<file path="config.mk">
export PLATFORM = sky130hd
export DESIGN_NAME = calorie_line_parser
export DESIGN_NICKNAME = d
export VERILOG_FILES = /design/src/rtl/calorie_line_parser.sv
export SDC_FILE = /design/constraint.sdc
export NUM_CORES = 1
export LEC_CHECK = 0
export CORE_MARGIN = 3
export CORE_UTILIZATION = 35
export DETAILED_ROUTE_END_ITERATION = 8
export DONT_BUFFER_PORTS = 1
export PLACE_DENSITY_LB_ADDON = 0.08
export SETUP_SLACK_MARGIN = 0.02
export SYNTH_ARGS = -nofsm -noshare
export SYNTH_HDL_FRONTEND = slang
export SYNTH_SLANG_ARGS = --single-unit
</file>
<file path="constraint.sdc">
create_clock -name clk -period 9.63 [get_ports clk]
set_input_delay 0.963 -clock clk [delete_from_list [all_inputs] [get_ports clk]]
set_output_delay 0.963 -clock clk [all_outputs]
set_load 0.005 [all_outputs]
</file>
<file path="src/rtl/calorie_line_parser.sv">
// ---------------------------------------------------------------------------
// calorie_line_parser
//
// Streams an ASCII file one byte at a time and turns it into one record per
// line. A record is either a decimal line value, or a blank-line group
// delimiter. The last record of a file always carries out_group_end=1 and
// out_last=1.
//
// Handshakes: a byte moves when in_valid && in_ready are high on a rising
// edge. A record moves when out_valid && out_ready are high on a rising edge.
// While out_valid is high and out_ready is low, every out_* signal holds.
// in_ready is low whenever a record is pending, so a record never has to
// compete with the next byte.
//
// Ports
//   clk, rst        : clock, synchronous active-high reset
//   in_valid/in_ready/in_data/in_last : byte stream in
//   out_valid/out_ready/out_value/out_group_end/out_last : record stream out
//   dbg_state       : current FSM state (0=START, 1=NUM, 2=DONE)
//   err             : sticky error flag (only with CALORIE_PARSER_ERR_EN)
//
// Build option: define CALORIE_PARSER_ERR_EN to add the err port. err flags
// unexpected bytes and accumulator overflow. Without the macro those bytes are
// ignored and overflow wraps silently.
// ---------------------------------------------------------------------------
module calorie_line_parser #(
  parameter int WIDTH = 64
) (
  input  logic             clk,
  input  logic             rst,
  input  logic             in_valid,
  output logic             in_ready,
  input  logic [7:0]       in_data,
  input  logic             in_last,
  output logic             out_valid,
  input  logic             out_ready,
  output logic [WIDTH-1:0] out_value,
  output logic             out_group_end,
  output logic             out_last,
  output logic [1:0]       dbg_state
`ifdef CALORIE_PARSER_ERR_EN
  ,
  output logic             err
`endif
);

  typedef enum logic [1:0] {
    ST_START = 2'd0,
    ST_NUM   = 2'd1,
    ST_DONE  = 2'd2
  } state_e;

  state_e           state_q, state_d;
  logic [WIDTH-1:0] acc_q, acc_d;
  logic             out_valid_q, out_valid_d;
  logic [WIDTH-1:0] out_value_q, out_value_d;
  logic             out_ge_q, out_ge_d;
  logic             out_last_q, out_last_d;

  logic             accept;
  logic             is_digit;
  logic             is_lf;
  logic [WIDTH-1:0] acc_mac;

  assign accept   = in_valid && in_ready;
  assign is_digit = (in_data >= 8'h30) && (in_data <= 8'h39);
  assign is_lf    = (in_data == 8'h0A);

`ifdef CALORIE_PARSER_ERR_EN
  // Compute the product 4 bits wider so that overflow can be seen.
  // 10 * 2^WIDTH < 2^(WIDTH+4).
  logic [WIDTH+3:0] acc_wide;
  logic             is_cr;
  logic             err_q, err_d;

  assign acc_wide = {4'b0000, acc_q} * (WIDTH+4)'(10) + (WIDTH+4)'(in_data[3:0]);
  assign acc_mac  = acc_wide[WIDTH-1:0];
  assign is_cr    = (in_data == 8'h0D);

  always_comb begin
    err_d = err_q;
    if (accept) begin
      if (!is_digit && !is_lf && !is_cr) err_d = 1'b1;
      if (is_digit && (|acc_wide[WIDTH+3:WIDTH])) err_d = 1'b1;
    end
  end

  always_ff @(posedge clk) begin
    if (rst) err_q <= 1'b0;
    else     err_q <= err_d;
  end

  assign err = err_q;
`else
  // The low nibble of an ASCII digit is its value. The result wraps modulo 2^WIDTH.
  assign acc_mac = acc_q * WIDTH'(10) + WIDTH'(in_data[3:0]);
`endif

  // State register
  always_ff @(posedge clk) begin
    if (rst) begin
      state_q     <= ST_START;
      acc_q       <= '0;
      out_valid_q <= 1'b0;
      out_value_q <= '0;
      out_ge_q    <= 1'b0;
      out_last_q  <= 1'b0;
    end else begin
      state_q     <= state_d;
      acc_q       <= acc_d;
      out_valid_q <= out_valid_d;
      out_value_q <= out_value_d;
      out_ge_q    <= out_ge_d;
      out_last_q  <= out_last_d;
    end
  end

  // Next-state logic. An accepted byte can only arrive while no record is
  // pending, so registering a new record never overwrites one in flight.
  always_comb begin
    state_d     = state_q;
    acc_d       = acc_q;
    out_valid_d = out_valid_q;
    out_value_d = out_value_q;
    out_ge_d    = out_ge_q;
    out_last_d  = out_last_q;

    if (out_valid_q && out_ready) out_valid_d = 1'b0;

    if (accept) begin
      if (is_digit) begin
        acc_d   = acc_mac;
        state_d = ST_NUM;
        if (in_last) begin
          out_valid_d = 1'b1;
          out_value_d = acc_mac;
          out_ge_d    = 1'b1;
          out_last_d  = 1'b1;
        end
      end else if (is_lf) begin
        // NUM: this is a value line. START: this is a blank-line delimiter.
        // If in_last is also set, it is folded into this same record.
        out_valid_d = 1'b1;
        out_value_d = (state_q == ST_NUM) ? acc_q : '0;
        out_ge_d    = (state_q != ST_NUM) || in_last;
        out_last_d  = in_last;
        acc_d       = '0;
        state_d     = ST_START;
      end else if (in_last) begin
        // A non-digit byte ends the file. acc_q is already 0 in START.
        out_valid_d = 1'b1;
        out_value_d = acc_q;
        out_ge_d    = 1'b1;
        out_last_d  = 1'b1;
      end
      if (in_last) state_d = ST_DONE;
    end
  end

  // Output logic
  always_comb begin
    in_ready      = !rst && !out_valid_q && (state_q != ST_DONE);
    out_valid     = out_valid_q;
    out_value     = out_value_q;
    out_group_end = out_ge_q;
    out_last      = out_last_q;
    dbg_state     = state_q;
  end

endmodule
</file>
# [Yosys cells after proc, flatten, opt, wreduce, memory -nomap -nowiden]
# Index checks and enable logic that the tools add are counted.
[classes] n_addsub=1 n_mul=1 n_div=0 order_cmp=2 eq_ne=5 shifts=0 n_mux=21 n_bitwise=0 reduce_logical=14
[op_table] op="64-bit two-way mux" count=7
[op_table] op="64-bit by 4-bit adder with 64-bit output" count=1
[op_table] op="64-bit by 3-bit multiplier with 63-bit output (second input constant)" count=1
[op_table] op="1-bit two-way mux" count=11
[op_table] op="8-bit by 4-bit == test with 1-bit output (second input constant)" count=1
[op_table] op="8-bit by 6-bit greater-or-equal comparator with 1-bit output (second input constant)" count=1
[op_table] op="8-bit by 6-bit less-or-equal comparator with 1-bit output (second input constant)" count=1
[op_table] op="2-bit two-way mux" count=3
[op_table] op="1-bit logical AND" count=5
[op_table] op="2-bit inequality test (second input constant)" count=2
[op_table] op="2-bit AND reduction" count=2
[op_table] op="2-bit nonzero test" count=2
[op_table] op="3-bit AND reduction" count=1
[op_table] op="3-bit nonzero test" count=1
[op_table] op="2-bit by 1-bit == test with 1-bit output (second input constant)" count=1
[op_table] op="1-bit zero test" count=2
[op_table] op="2-bit by 1-bit inequality test with 1-bit output (second input constant)" count=1
[op_table] op="1-bit logical OR" count=1
[totals] ff_bits=133 latch_bits=0 mem_bits_rw=0 mem_bits_ro=0 in_bits=13 output_inout_bits=70 elab_cells=50 memories=0

# [Logic depth before layout (Yosys ltp)]
# Gate-level depths: netlist of run 1.
[logic_depth] depth_word=6 ltp_mapped=17 ltp_nobuf=14

# [Worst setup path before layout of run 1]
# Ideal clock, no wire load.
[synth_path] kind="reg-to-reg" start="register acc_q[1]" end="register out_value_q[48], in the netlist out_value[48]" setup_ns=0.138 t_arrival_ns=4.986 t_required_ns=9.492 setup_slack_ns=4.507 path_stages_with_launch=17 n_path_buf=2 period_less_slack_ns=5.123 cell_sequence="dfxtp_1 > ha_1 > ha_1 > fa_1 > a21o_1 > a311oi_1 > o21ai_1 > xnor2_1 > or4_4 > or4b_4 > or3b_1 > buf_6 > or4b_4 > buf_6 > or4_4 > a32oi_1 > a211oi_1"
[synth_via] elab_chain_cells=4
[synth_lines] element="start: declaration" line="54" text="logic [WIDTH-1:0] acc_q, acc_d;"
[synth_lines] element="start signal: assignment" line="103" text="acc_q <= '0;"
[synth_lines] element="start signal: assignment" line="110" text="acc_q <= acc_d;"
[synth_lines] element="64-bit by 3-bit multiplier with 63-bit output" line="96" text="assign acc_mac = acc_q * WIDTH'(10) + WIDTH'(in_data[3:0]);"
[synth_lines] element="64-bit by 4-bit adder with 64-bit output" line="96"
[synth_lines] element="64-bit two-way mux" line="134" text="if (in_last) begin"
[synth_lines] element="64-bit two-way mux" line="131" text="if (is_digit) begin"
[synth_lines] element="end signal: assignment" line="112" text="out_value_q <= out_value_d;"
[synth_lines] element="end: declaration" line="56" text="logic [WIDTH-1:0] out_value_q, out_value_d;"
# Every way passes these cells. The select of a mux whose other input is x is not followed.
# A chain may end at the register's enable or synchronous reset.

# [Worst setup path after layout of run 1]
# Same ends and word-level chain as after synthesis.

==> impl_metrics.json, run 1 <==
{
  "fin_skew_ns": 0.0190,
  "clock_latency_ns": 0.46,
  "dpl.hpwl_mm": 34.0,
  "io_pins": 83,
  "yosys_warnings": 0,
  "hold_end": "out_last",
  "overflow": 0,
  "ctsHtreeMaxLevel": 4,
  "r2r_slack_ns": 4.06,
  "synthArstFlopShare_pct": 0,
  "setup_viol": 0,
  "synthSimpleGateAreaFrac_pct": 27.7,
  "synth_area_um2": 12100,
  "dpl_worst_slack_ns": 4.13,
  "hold_path_startpoint": "out_last",
  "gp_congestion": 0.942,
  "final_common_cell": "nand2_1",
  "synthDistinctLibCells": 86,
  "routed_via_density": 6.09,
  "worstSetupEndpointType": "flop",
  "maxCapViolCount": 0,
  "cts_setup_buffers": 0,
  "min_path_cells": 2,
  "final_cell_mix": "nand2_1 (189), nor2_1 (177), a21oi_1 (164)",
  "die_area_um2": 36700,
  "setup.worst_path.class": "flop to flop",
  "cp_cell_sequence": "ha_1, ha_1, fa_1, a21o_1, a311o_1, a21oi_1, xnor2_1, nand4_1, or4b_4, or3b_1, or4b_4, or4_4, a32oi_1, a211oi_1",
  "drtIter0Drc": 1049,
  "worst_pin_slew_ns": 1.17,
  "ys_seq_area_share_pct": 22.1,
  "die_h_um": 192,
  "synth-compound-area-share_pct": 26.9,
  "synth_flop_cell": "dfxtp_1",
  "ir_drop_mv": 0.128,
  "outcome": "finished clean",
  "muxShareOfSynthArea_pct": 0.426,
  "finalCritPeriodShare_pct": 57.8,
  "clk_pin_slew_worst_paths_ns": 0.07,
  "synthXorXnorAreaFrac_pct": 5.74,
  "critical-path-top-delay-family": "simple AND/OR/NAND/NOR gates",
  "dieWidth_um": 192,
  "drt-pass1-iter-count": 6,
  "ctsRootBufferMaster": "clkbuf_16",
  "n_antenna_cell": 0,
  "cts_tree": "done",
  "synth_fp_nets": 1776,
  "setup-tns-final_ns": 0,
  "grt.total_usage_pct": 24.6,
  "hold_viol": 0,
  "reg2reg_to": "out_value[48]",
  "ant_nets": 0,
  "holdBufCountCts": 0,
  "core_area_um2": 33700,
  "std_cell_rows": 67,
  "grt_pass1_wl_mm": 69.8,
  "fill_cells": 3591,
  "synth-edff-count": 0,
  "final_max_slew_viol_count": 0,
  "hold_class": "flop to flop",
  "slew-limit-headroom_pct": 21.7,
  "syn_avg_cell_area_um2": 7.35,
  "slowest_delay_ns": 0.67,
  "powerDensity_nw_per_um2": 106,
  "reg2reg_from": "acc_q[1]",
  "area_delta_synth_final_pct": 8.27,
  "antenna_found_initial": 0,
  "critPathRequiredTime_ns": 9.93,
  "fmax_mhz": 180,
  "crit_path_max_fanout": 9,
  "ys_ff_latch": 133,
  "clock-sinks": 133,
  "cts_buffers": 17,
  "wl_per_cell_um": 22.1,
  "start_util_pct": 35.8,
  "syn_inst": 1639,
  "finalWorstSetupSlack_ns": 4.06,
  "via_count": 12399,
  "leakage_nw": 5.18,
  "rsz0062_at_grt": "false",
  "cts_resized": 0,
  "critPathSlowestCell": "or4b_4",
  "synth_top_family_by_area": "simple AND/OR/NAND/NOR gates",
  "path_buf_inv": 0,
  "start_kind": "flop",
  "grt_max_degree": 119,
  "synthAdderAreaFrac_pct": 13.0,
  "grt_pass1_vias": 11971,
  "arrival_ns": 5.87,
  "drc": 0,
  "drive_gt1_share_pct": 5.48,
  "finalNetCount": 1711,
  "clock_path_buffers": 2,
  "period_needed_ns": 5.57,
  "postRouteWirelength_mm": 44.9,
  "reg2reg_depth": 14,
  "io_buffers": 0
}
[report_power, final]
group / internal (mW) / switching [mW] / total [mW]
sequential: 0.565 / 0.0131 / 0.578
clock: 0.469 / 0.291 / 0.759
combinational: 0.0177 / 0.0333 / 0.0510
[worst max path at each step]
stage                     slack, ns            end  startpoint  cells past startpoint
after CTS                      4.10  out_value[62]    acc_q[1]                     14
after global routing           3.82  out_value[62]    acc_q[1]                     15
after detailed placement       4.13  out_value[62]    acc_q[1]                     14
final                          4.06  out_value[48]    acc_q[1]                     14
after floorplan                4.51  out_value[48]    acc_q[1]                     16
after global placement         4.17  out_value[62]    acc_q[1]                     14
[cells by family after synthesis]
| family | count (synthesis) |
|---|---|
| flops | 133 |
| simple gates | 676 |
| fa+ha+maj | 124 |
| xor+xnor | 79 |
| compound gates | 499 |
| buf+inv | 123 |
| mux | 5 |
[metrics by stage]
| stage | util, % | cells | instance area, um^2 | power, mW | hold WS, ns |
|---|---|---|---|---|---|
| 2_1_floorplan | - | 1639 | 12100 | 0.630 | 0.441 |
| 3_3_place_gp | 36.8 | 2003 | 12400 | 0.642 | 0.455 |
| 3_5_place_dp | 36.8 | 2003 | 12400 | 0.642 | 0.472 |
| 4_1_cts | 38.7 | 2035 | 13000 | 1.41 | 0.480 |
| 5_1_grt | 38.7 | 2035 | 13000 | 1.43 | 0.504 |
| 6_report | 38.7 | 2035 | 13000 | 1.39 | 0.480 |
[worst min-delay path, stage by stage, from the launching register on]
cell and delay [ns]:
dfxtp_1 0.33, nand2_1 0.06, a21oi_1 0.05
[Yosys cell counts (7+ instances only)]
library cell	number	area [um^2]
nand2_1	189	709
nor2_1	179	672
a21oi_1	165	826
dfxtp_1	133	2660
ha_1	122	1530
o21ai_0	91	455
clkbuf_1	85	319
nor3_1	79	395
a211oi_1	52	390
xnor2_1	47	412
nand3_1	46	230
nand4_1	42	263
a21o_1	36	270
xor2_1	32	280
a221oi_1	22	193
inv_1	21	78.8
or3_1	20	125
and3_1	16	100
nor4_1	16	100
and4_1	15	131
o21a_1	12	90.1
a31oi_1	11	68.8
o211ai_1	11	82.6
o31ai_1	10	75.1
buf_2	9	45.0
nand2b_1	9	56.3
or4_1	9	67.6
a211o_1	8	70.1
nand3b_1	7	52.6
o21bai_1	7	52.6
[sequential cells by signal, indices dropped and copies added (netlist names)]
register	count
acc_q	64
out_value	64
dbg_state	2
out_group_end	1
out_last	1
out_valid	1
[cell type report]
cell class              count  area [um^2]  share of cell area [%]
clock inverters            14          224                    1.72
repair buffers             18          135                    1.04
multi-input cells        1383         8950                    68.6
well taps                 448          561                    4.30
flip-flops and latches    133         2660                    20.4
inverters                  21         78.8                   0.604
clock buffers              18          439                    3.37
[metal layers]
metal  wire length [um]  track usage (%)  vias up
li1                   -                -     6008
met1              19600             30.6     5990
met2              22100             42.8      330
met3               1760             3.25       71
met4               1500             9.57        0
met5                  0                0        -
Note: power is estimated with default switching activity, not from simulation.
==> run 2: changes to the inputs <==
ABC_AREA = 1   (was default)
clock period = 4.54 ns   (was 9.63 ns; I/O delays follow)
==> run 2 against run 1 <==
Effect of this change:
- routed wire length up 30%
- highest routed layer unchanged
- design area up 14%
- global-route usage up 3.1 points
- largest power group unchanged
==> impl_metrics.json, run 2 <==
{
  "wl_per_cell_um": 20.3,
  "cts_buffers": 17,
  "finalCritPeriodShare_pct": 89.7,
  "p_total_mw": 2.80,
  "start_kind": "flop",
  "dieWidth_um": 205,
  "muxShareOfSynthArea_pct": 0,
  "drtIter0Drc": 1240,
  "cts_resized": 0,
  "drc": 0,
  "r2r_slack_ns": 0.47,
  "period_needed_ns": 4.07,
  "hold_end": "out_last",
  "yosys_warnings": 0,
  "drt-pass1-iter-count": 5,
  "ir_drop_mv": 0.262,
  "finalCoreUtilization_pct": 38.3,
  "clock_latency_ns": 0.47,
  "rsz0062_at_grt": "false",
  "ctsHtreeMaxLevel": 4,
  "synth_fp_nets": 2512,
  "clock-sinks": 133,
  "synthMostInstantiatedCell": "nand2_1",
  "cts_setup_buffers": 0,
  "yosys-top-cells-area": "nand2_1 (20%), dfxtp_1 (19%), ha_1 (11%), inv_1 (9.1%), a21oi_1 (6.9%)",
  "std_cell_rows": 72,
  "io_pins": 83,
  "crit_path_max_fanout": 6,
  "dpl.hpwl_mm": 47.2,
  "holdBufCountCts": 0,
  "synthDistinctLibCells": 44,
  "start_util_pct": 35.6,
  "n_antenna_cell": 0,
  "synthArstFlopShare_pct": 0,
  "leakage_nw": 7.53,
  "antenna_found_initial": 0,
  "via_count": 15110,
  "slew-limit-headroom_pct": 15.9,
  "overflow": 0,
  "ys_ff_latch": 133,
  "core_area_um2": 38900,
  "critPathLaunch": "acc_q[38]",
  "grt_pass1_vias": 14316,
  "powerDensity_nw_per_um2": 187,
  "hold_viol": 0,
  "setup_viol": 0,
  "outcome": "finished clean",
  "clk_pin_slew_worst_paths_ns": 0.07,
  "cts_tree": "done",
  "reg2reg_from": "acc_q[38]",
  "syn_inst": 2375,
  "worstSetupEndpointType": "flop",
  "postRouteWirelength_mm": 58.2,
  "ys_seq_area_share_pct": 19.2,
  "arrival_ns": 4.46,
  "worst_pin_slew_ns": 1.26,
  "synth_area_um2": 13900,
  "setup-tns-final_ns": 0,
  "die_h_um": 205,
  "drive_gt1_share_pct": 9.43,
  "grt_max_degree": 127,
  "critPathRequiredTime_ns": 4.93,
  "hold_path_startpoint": "rst",
  "synth-edff-count": 0,
  "ant_nets": 0,
  "synthXorXnorAreaFrac_pct": 0.253,
  "reg2reg_depth": 18,
  "finalNetCount": 2479,
  "fin_skew_ns": 0.0194,
  "grt_pass1_wl_mm": 87.0,
  "grt.total_usage_pct": 27.7,
  "maxCapViolCount": 0,
  "ctsRootBufferMaster": "clkbuf_16",
  "final_common_cell": "nand2_1",
  "final_max_slew_viol_count": 0,
  "synthAdderAreaFrac_pct": 11.3,
  "synth_top_area_share_pct": 19.6,
  "die_area_um2": 42000,
  "clock_path_buffers": 2,
  "synth_flop_cell": "dfxtp_1",
  "yosysTopAreaCell": "nand2_1",
  "synth_commonest_cells": "nand2_1 (722), inv_1 (337), a21oi_1 (191)",
  "setup.worst_path.class": "flop to flop",
  "synthSimpleGateAreaFrac_pct": 40.8,
  "final_cell_mix": "nand2_1 (719), inv_1 (335), a21oi_1 (191)",
  "routed_via_density": 5.26,
  "synth-compound-area-share_pct": 16.8,
  "fmax_mhz": 245,
  "io_buffers": 0,
  "syn_avg_cell_area_um2": 5.84,
  "reg2reg_to": "out_value[62]",
  "min_path_cells": 1,
  "synth_top_family_by_area": "simple AND/OR/NAND/NOR gates",
  "hold_class": "input pin to flop",
  "area_delta_synth_final_pct": 7.59,
  "gp_congestion": 0.972
}
run 2: changes by cell type in the layout (fill, tap and decap cells not counted), sizes merged, moves of 46 or more:
cell / delta
nand3: +151
nand2: +600
a211oi: -51
o21ai: +64
xnor2: -46
a31oi: +52
nor3: -70
inv: +350
run 2: power by group:
part           switching [mW]  total (mW)  internal [mW]
Sequential             0.0413        1.24           1.20
Clock                   0.648        1.37          0.718
Combinational           0.130       0.184         0.0547
Total                   0.819        2.80           1.98
run 2: how the worst max path moves through the flow:
stage | endpoint | depth (start not counted)
2_1_floorplan | acc_q[54] | 23
3_3_place_gp | out_value[58] | 18
3_5_place_dp | out_value[58] | 18
4_1_cts | out_value[62] | 18
5_1_grt | out_value[62] | 18
6_report | out_value[62] | 18
run 2: layout make-up:
cell class	count	area, um^2
fill	4451	24000
multi-input combinational	1815	9590
sequential	133	2660
inverter	367	1380
tap	518	648
clock buffer	17	425
clock inverter	15	131
timing repair buffer	8	72.6
run 2: cell families after synthesis:
kind of cell             Yosys count
AO/OA/AOI/OAI                    436
AND/OR/NAND/NOR                 1251
XOR/XNOR                           4
flip-flops                       133
adder cells (fa/ha/maj)          124
buffers and inverters            427
run 2: layer usage:
| metal | routed length (um) | vias to the layer above | GRT usage (%) |
|---|---|---|---|
| met1 | 28800 | 6987 | 40.2 |
| met4 | 1220 | 0 | 7.32 |
| met5 | 0 | - | 0 |
| met2 | 24500 | 417 | 41.6 |
| li1 | - | 7643 | - |
| met3 | 3720 | 63 | 5.36 |
run 2: critical path, cell delays in order, from the launching register on:
cell     delay, ns
dfxtp_1       0.57
ha_1          0.31
ha_1          0.48
nand2_1       0.15
nor2_1        0.35
nand2_1       0.20
nor2_1        0.20
nand3_1       0.20
nand3_1       0.13
nand2_1       0.13
nand2_1       0.16
nand2_1       0.11
nor2_1        0.22
nand3_1       0.13
nor2_1        0.24
nand2_1       0.09
nand2_1       0.06
nand3_1       0.09
a21oi_1       0.16
run 2: per-stage QoR:
step / hold slack, ns / area [um^2] / instances / setup WS, ns
final: 0.0537 / 14900 / 2873 / 0.466
after global routing: 0.0243 / 14900 / 2873 / 0.166
after CTS: 0.0192 / 14900 / 2873 / 0.574
after detailed placement: 0.471 / 14400 / 2841 / 0.607
after global placement: 0.471 / 14400 / 2841 / 0.605
after floorplan: 0.456 / 13900 / 2375 / 1.50
==> run 3: changes to the inputs <==
ABC_AREA = default   (was 1)
CORE_MARGIN = 2   (was 3)
CTS_BUF_LIST = sky130_fd_sc_hd__clkbuf_2   (was default)
==> run 3 against run 2 <==
Effect of this change:
- the flow now finishes with violations (setup timing)
- clock skew increased by 0.068 ns
- register-to-register slack got worse by 0.81 ns
- utilization increased by 9.0 points
- sequential share of layout area decreased by 1.1 points
- largest cell class unchanged
- highest routed layer unchanged
==> impl_metrics.json, run 3 (synthesized netlist as in run 1, its figures left out) <==
{
  "core_area_um2": 33700,
  "ant_nets": 0,
  "grt_pass1_wl_mm": 74.9,
  "die_area_um2": 35900,
  "io_buffers": 0,
  "r2r_slack_ns": -0.34,
  "start_util_pct": 35.8,
  "cts_tree": "done",
  "finalWorstSetupSlack_ns": -0.340,
  "reg2reg_depth": 16,
  "setup.worst_path.class": "flop to flop",
  "reg2reg_to": "out_value[62]",
  "crit_end": "out_value[62]",
  "path_buf_inv": 2,
  "routed_via_density": 5.70,
  "io_pins": 83,
  "dpl_worst_slack_ns": -0.525,
  "final_common_cell": "buf_4",
  "crit_path_max_fanout": 5,
  "area_delta_synth_final_pct": 32.2,
  "slew-limit-headroom_pct": 25.8,
  "final_cell_mix": "buf_4 (359), nand2_1 (189), nor2_1 (174)",
  "cp_cell_sequence": "ha_4, ha_4, fa_2, a21o_1, buf_6, a311o_1, o311ai_4, nand4_4, or4_4, or4b_4, or3b_4, or4b_4, buf_4, nor3_4, a21oi_1, or3_1",
  "maxCapViolCount": 0,
  "via_count": 13648,
  "worst_pin_slew_ns": 1.11,
  "clock_latency_ns": 0.87,
  "cts_buffers": 17,
  "arrival_ns": 5.63,
  "period_needed_ns": 4.88,
  "hold_viol": 0,
  "critical-path-top-delay-family": "simple AND/OR/NAND/NOR gates",
  "ir_drop_mv": 0.325,
  "hold_class": "input pin to flop",
  "drc": 0,
  "fin_skew_ns": 0.0875,
  "dieWidth_um": 190,
  "reg2reg_from": "acc_q[3]",
  "fmax_mhz": 205,
  "die_h_um": 190,
  "ctsRootBufferMaster": "clkbuf_2",
  "grt_max_degree": 118,
  "critPathLaunch": "acc_q[3]",
  "place_area_um2": 15000,
  "leakage_nw": 7.03,
  "clock_path_buffers": 2,
  "rsz0062_at_grt": "true",
  "clk_pin_slew_worst_paths_ns": 0.24,
  "postRouteWirelength_mm": 47.8,
  "outcome": "finished with violations",
  "finalNetCount": 2071,
  "violations": "setup timing",
  "drt-pass1-iter-count": 6,
  "clock-sinks": 133,
  "worstSetupEndpointType": "flop",
  "dpl.hpwl_mm": 37.5,
  "gp_congestion": 0.930,
  "slowest_delay_ns": 0.59,
  "overflow": 0,
  "finalCritPeriodShare_pct": 107,
  "critPathSlowestCell": "or4b_4",
  "p_total_mw": 2.13,
  "ctsHtreeMaxLevel": 4,
  "antenna_found_initial": 1,
  "fin_area_um2": 15900,
  "setup_viol": 48,
  "std_cell_rows": 67,
  "start_kind": "flop",
  "grt.total_usage_pct": 26.6,
  "final_max_slew_viol_count": 0,
  "finalCoreUtilization_pct": 47.3,
  "drive_gt1_share_pct": 26.6,
  "powerDensity_nw_per_um2": 134,
  "wl_per_cell_um": 19.9,
  "setup-tns-final_ns": -6.00,
  "critPathRequiredTime_ns": 5.29,
  "grt_pass1_vias": 13586,
  "critical_path_cell_count": 16,
  "drtIter0Drc": 955
}
run 3: worst min-delay path by stage:
stage	startpoint	end	slack (ns)	cells past startpoint
2_1_floorplan	acc_q[63]	acc_q[63]	0.44	2
3_3_place_gp	acc_q[63]	acc_q[63]	0.45	2
3_5_place_dp	acc_q[63]	acc_q[63]	0.46	2
4_1_cts	in_data[3]	acc_q[3]	0.02	5
5_1_grt	in_data[4]	out_value[61]	0.03	3
6_report	in_data[3]	acc_q[3]	0.08	5
run 3: what timing repair did:
action / in CTS / in global routing
pin swaps: 36 / 3
buffers inserted: 19 / 1
hold buffers: 9 / 0
resized for setup: 93 / 19
endpoints found under the setup margin: 60 / 65
hold endpoints to repair: 127 / 0
run 3: worst min-delay path, cell delays in order:
cell and delay [ns]:
ha_1 0.16, xnor2_1 0.13, nor2_1 0.05, nand2_1 0.05
a21oi_1 0.06
run 3: cell type report:
class | count | area (um^2)
diodes | 1 | 2.50
clock buffers | 18 | 90.1
clock inverters | 14 | 126
fillers | 3464 | 17800
inverters | 21 | 78.8
multi-input cells | 1383 | 9480
flip-flops and latches | 133 | 2670
well taps | 448 | 561
repair buffers | 378 | 2920
run 3: report_power, final:
| group | switching (mW) | total [mW] | leakage, nW | internal [mW] |
|---|---|---|---|---|
| clock | 0.558 | 0.763 | 0.125 | 0.205 |
| combinational | 0.0928 | 0.141 | 5.83 | 0.0482 |
| sequential | 0.0261 | 1.23 | 1.08 | 1.20 |
| total | 0.677 | 2.13 | 7.03 | 1.45 |
run 3: metal layers:
metal  routed length (um)  vias to the layer above  track usage [%]
met5                    0                        -                0
met4                 1840                        0             10.9
met3                 1770                       74             3.14
met2                23700                      346             48.3
met1                20400                     6518             31.8
li1                     -                     6710                -
run 3: through the flow:
stage / cells / hold slack (ns)
finish: 2396 / 0.0840
global route: 2396 / 0.0330
CTS: 2394 / 0.0220
detailed placement: 2334 / 0.458
global placement: 2334 / 0.455
floorplan: 1639 / 0.441
